## src/rtl/fft_agu_ctrl_pkg.sv

```systemverilog
// Shared definitions for the FFT address-generation controller.
package fft_agu_ctrl_pkg;

  localparam int N_LOG2_DEF     = 10;
  localparam int MEM_RD_LAT_DEF = 1;
  localparam int BF_LAT_DEF     = 5;

  typedef enum logic [1:0] {
    ST_IDLE  = 2'd0,
    ST_RUN   = 2'd1,
    ST_DRAIN = 2'd2,
    ST_DONE  = 2'd3
  } agu_state_t;

endpackage

```

## src/rtl/fft_delay_line.sv

```systemverilog
// Fixed-depth shift register with synchronous clear; output is the last stage.
module fft_delay_line #(
  parameter int WIDTH = 8,
  parameter int DEPTH = 6
) (
  input  logic             clk,
  input  logic             rst,
  input  logic [WIDTH-1:0] din,
  output logic [WIDTH-1:0] dout
);

  logic [DEPTH-1:0][WIDTH-1:0] pipe;

  // Shift one stage per cycle; reset flushes everything in flight.
  always_ff @(posedge clk) begin
    if (rst) begin
      pipe <= '0;
    end else begin
      pipe[0] <= din;
      for (int i = 1; i < DEPTH; i++) pipe[i] <= pipe[i-1];
    end
  end

  assign dout = pipe[DEPTH-1];

endmodule

```

## src/rtl/fft_agu_ctrl.sv

```systemverilog
// Radix-2 DIT FFT sequencer: issues butterfly read/twiddle addresses and
// replays them LAT cycles later as in-place write-back addresses.
module fft_agu_ctrl
  import fft_agu_ctrl_pkg::*;
#(
  parameter int N_LOG2     = N_LOG2_DEF,
  parameter int MEM_RD_LAT = MEM_RD_LAT_DEF,
  parameter int BF_LAT     = BF_LAT_DEF
) (
  input  logic              clk,
  input  logic              rst,
  input  logic              start,
  input  logic [N_LOG2-1:0] scale_mask,
  output logic              busy,
  output logic              done,
  output logic              mem_rd_en,
  output logic [N_LOG2-1:0] mem_rd_addra,
  output logic [N_LOG2-1:0] mem_rd_addrb,
  output logic [N_LOG2-2:0] tw_addr,
  output logic              scale,
  output logic              mem_wr_en,
  output logic [N_LOG2-1:0] mem_wr_addra,
  output logic [N_LOG2-1:0] mem_wr_addrb
);

  localparam int LAT = MEM_RD_LAT + BF_LAT;
  localparam int JW  = N_LOG2 - 1;
  localparam int SW  = $clog2(N_LOG2 + 1);
  localparam int CW  = $clog2(LAT + 1);
  localparam int WBW = 2 + 2 * N_LOG2;

  localparam logic [JW-1:0] J_LAST = '1;
  localparam logic [SW-1:0] S_LAST = SW'(N_LOG2 - 1);
  localparam logic [CW-1:0] C_LAST = CW'(LAT - 1);

  // Top address: clear bit s of j's position by shifting the group bits up one.
  function automatic logic [N_LOG2-1:0] bf_addra(input logic [JW-1:0] jj,
                                                 input logic [SW-1:0] ss);
    logic [N_LOG2-1:0] jw, lo;
    jw = {1'b0, jj};
    lo = (N_LOG2'(1) << ss) - N_LOG2'(1);
    return ((jw & ~lo) << 1) | (jw & lo);
  endfunction

  function automatic logic [N_LOG2-2:0] bf_tw(input logic [JW-1:0] jj,
                                              input logic [SW-1:0] ss);
    logic [N_LOG2-1:0] jw, lo, t;
    jw = {1'b0, jj};
    lo = (N_LOG2'(1) << ss) - N_LOG2'(1);
    t  = (jw & lo) << ((N_LOG2 - 1) - int'(ss));
    return t[N_LOG2-2:0];
  endfunction

  agu_state_t        state;
  logic [JW-1:0]     j;
  logic [SW-1:0]     s;
  logic [CW-1:0]     dcnt;
  logic [N_LOG2-1:0] mask_q;
  logic              rd_scl;

  logic              iss_en;
  logic [JW-1:0]     iss_j;
  logic [SW-1:0]     iss_s;
  logic [N_LOG2-1:0] mask_src;

  // Next butterfly to issue (if any) given the current state and counters.
  always_comb begin
    iss_en = 1'b0;
    iss_j  = j;
    iss_s  = s;
    case (state)
      ST_IDLE:  if (start) begin
                  iss_en = 1'b1;
                  iss_j  = '0;
                  iss_s  = '0;
                end
      ST_RUN:   if (j != J_LAST) begin
                  iss_en = 1'b1;
                  iss_j  = j + JW'(1);
                end
      ST_DRAIN: if (dcnt == C_LAST && s != S_LAST) begin
                  iss_en = 1'b1;
                  iss_j  = '0;
                  iss_s  = s + SW'(1);
                end
      default: ;
    endcase
    // The mask is only captured on the start edge, so stage 0 reads it live.
    mask_src = (state == ST_IDLE) ? scale_mask : mask_q;
  end

  // Sequencer: state, counters and registered read-side outputs.
  always_ff @(posedge clk) begin
    if (rst) begin
      state        <= ST_IDLE;
      j            <= '0;
      s            <= '0;
      dcnt         <= '0;
      mask_q       <= '0;
      busy         <= 1'b0;
      done         <= 1'b0;
      mem_rd_en    <= 1'b0;
      mem_rd_addra <= '0;
      mem_rd_addrb <= '0;
      tw_addr      <= '0;
      rd_scl       <= 1'b0;
    end else begin
      j         <= iss_j;
      s         <= iss_s;
      mem_rd_en <= iss_en;
      rd_scl    <= iss_en & mask_src[iss_s];
      done      <= 1'b0;
      if (iss_en) begin
        mem_rd_addra <= bf_addra(iss_j, iss_s);
        mem_rd_addrb <= bf_addra(iss_j, iss_s) + (N_LOG2'(1) << iss_s);
        tw_addr      <= bf_tw(iss_j, iss_s);
      end
      case (state)
        ST_IDLE: if (start) begin
          state  <= ST_RUN;
          mask_q <= scale_mask;
          busy   <= 1'b1;
        end
        ST_RUN: if (j == J_LAST) begin
          state <= ST_DRAIN;
          dcnt  <= '0;
        end
        ST_DRAIN: begin
          if (dcnt == C_LAST) begin
            dcnt <= '0;
            if (s == S_LAST) begin
              state <= ST_DONE;
              busy  <= 1'b0;
              done  <= 1'b1;
            end else begin
              state <= ST_RUN;
            end
          end else begin
            dcnt <= dcnt + CW'(1);
          end
        end
        default: state <= ST_IDLE;
      endcase
    end
  end

  logic [WBW-1:0] wb_in, wb_out;

  assign wb_in = {mem_rd_en, mem_rd_addra, mem_rd_addrb, rd_scl};

  fft_delay_line #(.WIDTH(WBW), .DEPTH(LAT)) u_wb_dly (
    .clk  (clk),
    .rst  (rst),
    .din  (wb_in),
    .dout (wb_out)
  );

  assign {mem_wr_en, mem_wr_addra, mem_wr_addrb, scale} = wb_out;

endmodule

```

## config.mk

```make
export PLATFORM = sky130hd
export DESIGN_NAME = fft_agu_ctrl
export DESIGN_NICKNAME = d
export VERILOG_FILES = /design/src/rtl/fft_agu_ctrl_pkg.sv /design/src/rtl/fft_delay_line.sv /design/src/rtl/fft_agu_ctrl.sv
export SDC_FILE = /design/constraint.sdc
export NUM_CORES = 1
export LEC_CHECK = 0
export CORE_ASPECT_RATIO = 0.5
export CORE_UTILIZATION = 33
export CTS_BUF_LIST = sky130_fd_sc_hd__clkbuf_8
export DETAILED_ROUTE_END_ITERATION = 6
export DONT_BUFFER_PORTS = 1
export MAX_ROUTING_LAYER = met4
export PLACE_DENSITY = 0.48
export SETUP_SLACK_MARGIN = 0.3
export SLEW_MARGIN = 25
export SYNTH_ARGS = -nofsm -noshare
export SYNTH_HDL_FRONTEND = slang
export SYNTH_SLANG_ARGS = --single-unit
```

## constraint.sdc

```tcl
create_clock -name clk -period 8.8 [get_ports clk]
set_clock_uncertainty 0.1 [all_clocks]
set_input_delay 0.88 -clock clk [delete_from_list [all_inputs] [get_ports clk]]
set_output_delay 0.88 -clock clk [all_outputs]
set_load 0.05 [all_outputs]
```

==> results.yml <==
run_status:
  status: "finished, final reports clean"
floorplanning:
  core.rowCount: 38
  chipHeight_um: 108
  die_x_um: 214
  ioPinCount: 67
  core-area_sq_um: 21900
  die-area_sq_um: 23200
  floorplan.initialDensity: 0.340
drt:
  drc: 0
  vias: 4918
  ant_nets: 0
  drt_iter0_drc: 338
  viasPerCell: 4.68
  wl_um: 15700
  firstDrtPassIters: 5
  wire_per_inst_um: 14.9
placement:
  placed_area_sq_um: 7500
  portBuffers: 0
  place_congestion: 0.876
  dpl.hpwl_um: 10400
  place_ws_ns: 3.21
yosys:
  synth_area_per_cell_sq_um: 9.53
  syn_area_sq_um: 7440
  yosys.area.top_type: "dfxtp_1"
  synthFlopType: "dfxtp_1"
  ys_warn_count: 0
  synthTopCellsByArea: "dfxtp_1 (52%), nor2b_1 (12%), nor2_1 (3.3%), nand2_1 (3.1%), a21oi_1 (2.7%)"
  yosys.area_share.simple: 0.242
  muxShareOfSynthArea: 0.0180
  syn-num-nets: 807
  syn_inst: 781
  synth_xor_area_frac: 0.0141
  synthAdderAreaFrac: 0.0229
  synth_top_area_frac: 0.519
  synth_compound_area_frac: 0.130
  synth_edf_count: 0
  synth_top_family_by_area: "simple AND/OR/NAND/NOR gates"
  synth-seq-cells: 193
  synthArstFlopShare: 0
  synth_cell_types: 74
  yosysSeqAreaShare: 0.519
critical_path:
  start_kind: "flip-flop"
  crit_fanout: 20
  reg2reg_slack_ns: 3.30
  required_ns: 9.10
  critPathCaptureType: "flip-flop"
  crit_type: "flip-flop to flip-flop"
  cp.arrival_ns: 5.80
cts:
  cts_tree: "done"
  cts_setup_buffers: 0
  postCtsHoldBufs: 0
  clk_latency_ns: 0.48
  clock_sinks: 193
  post_cts_resized: 0
  cts_buffers: 17
  clk_path_buf_depth: 2
  cts-root-buf: "clkbuf_8"
  clkTransAtPathRegs_ns: 0.10
  htree_levels: 4
grt:
  grtUsageTotal: 0.145
  grt_max_degree: 187
  grt-ovfl-total: 0
  grt_pass1_wl_um: 25300
  antenna_found_initial: 0
  grt_pass1_vias: 4478
power:
  vdd_drop_max_uv: 84.0
  power.density_nw_per_um2: 198
  p_leak_nw: 3.01
timing:
  period_share: 0.625
  relSlewSlack: 0.385
  rsz0062_at_grt: "no"
  maxSlewViolCount: 0
  hold_violations: 0
  tightest_slew_ns: 0.922
  setup_ws_ns: 3.30
  fmax_mhz: 182
  fin_setup_tns_ns: 0
  setup_viol: 0
  fin_crit_ns: 5.50
layout:
  final_area_sq_um: 7910
  drive_gt1_frac: 0.0826
  final_common_cell: "dfxtp_1"
  final_cell_mix: "dfxtp_1 (193), nor2b_1 (138), nor2_1 (66)"
  synthToLayoutAreaGrowth_pct: 6.29
  layout.nets: 764
  diodes: 0
run:
  drv_cap: 0
min_path:
  hold_path_class: "flip-flop to flip-flop"
## synthesized netlist by cell type, types with 4 or more instances
cell      instances
o21ai_0          15
a211oi_1          6
buf_2            13
o211ai_1          4
inv_1             9
a21oi_1          40
nand4_1           5
nor3_2            4
nand2_1          62
mux4_2            5
ha_1             12
nand3_1          12
nor2_1           66
buf_4            21
a32oi_1           5
nor2b_1         138
nor3_1           18
o21ai_1           4
a22oi_1           6
a21o_1            7
clkbuf_1         30
o22ai_1           5
and3_1            6
xnor2_1           9
dfxtp_1         193
a31oi_1          14
nand2b_1          6
## final timing paths
check / start / endpoint / depth (start not counted)
worst min register to register: u_wb_dly.pipe[8]$_SDFF_PP0_ / u_wb_dly.pipe[30]$_SDFF_PP0_ / 1
worst min-delay path: u_wb_dly.pipe[8]$_SDFF_PP0_ / u_wb_dly.pipe[30]$_SDFF_PP0_ / 1
worst max-delay path: state[1]$_SDFFE_PP0P_ / mem_rd_addrb[9]$_SDFFE_PP0P_ / 23
worst max register to register: state[1]$_SDFFE_PP0P_ / mem_rd_addrb[9]$_SDFFE_PP0P_ / 23
## metrics by stage
step / hold WS (ns) / util / power [mW] / instances
2_1_floorplan: 0.314 / - / 0.993 / 781
3_3_place_gp: 0.316 / 0.343 / 0.997 / 1019
3_5_place_dp: 0.320 / 0.343 / 0.998 / 1019
4_1_cts: 0.309 / 0.362 / 1.59 / 1051
5_1_grt: 0.307 / 0.362 / 1.64 / 1051
6_report: 0.340 / 0.362 / 1.56 / 1051
## sequential cells by signal, indices dropped and copies added (netlist names)
signal	count
state	2
j	9
mem_rd_addra	10
s	4
tw_addr	9
busy	1
u_wb_dly.pipe	110
mem_rd_en	1
u_wb_dly.dout	22
rd_scl	1
mask_q	10
done	1
mem_rd_addrb	10
dcnt	3
## per-layer routing
metal / up-vias / routed length (um) / share of wire / track usage
met1: 2263 / 8000 / 0.51 / 0.197
li1: 2550 / - / - / -
met3: 14 / 715 / 0.046 / 0.0411
met5: - / 0 / 0 / -
met4: 0 / 169 / 0.011 / 0.0474
met2: 91 / 6810 / 0.43 / 0.207
## layout make-up
type | instances | area, sq um
fillers | 2284 | 14000
flip-flops and latches | 193 | 3860
multi-input cells | 510 | 3180
well taps | 300 | 375
clock buffers | 19 | 262
clock inverters | 13 | 148
inverters | 11 | 41.3
repair buffers | 5 | 37.5
## critical path, cell delays in order (launching register included)
cell	delay, ns
dfxtp_1	0.66
o21bai_1	0.26
and2_1	0.21
a311o_1	0.31
buf_4	0.22
inv_1	0.32
nand2_1	0.22
nor3_1	0.42
inv_1	0.09
ha_1	0.30
xnor2_1	0.25
nor2_1	0.06
a21oi_1	0.17
inv_1	0.07
ha_1	0.32
a21o_1	0.20
a21o_1	0.18
a21oi_1	0.22
nor2b_1	0.08
a41oi_1	0.17
a31oi_1	0.08
o21ai_1	0.19
xnor2_1	0.09
a211oi_1	0.22
## report_power, final
part           internal [mW]  leakage [nW]  switching (mW)
clock network          0.251         0.207           0.336
logic                 0.0231          1.24          0.0304
registers              0.891          1.56          0.0321
total                   1.16          3.01           0.398
## cells by family after synthesis
group | count (synthesis)
AOI/OAI and AO/OA | 141
xor gates and xnor gates | 12
adders and majority gates | 13
buffers and inverters | 78
DFF | 193
muxes | 7
other | 1
and+or+nand+nor | 336
Power figures use the tool's default switching activity.
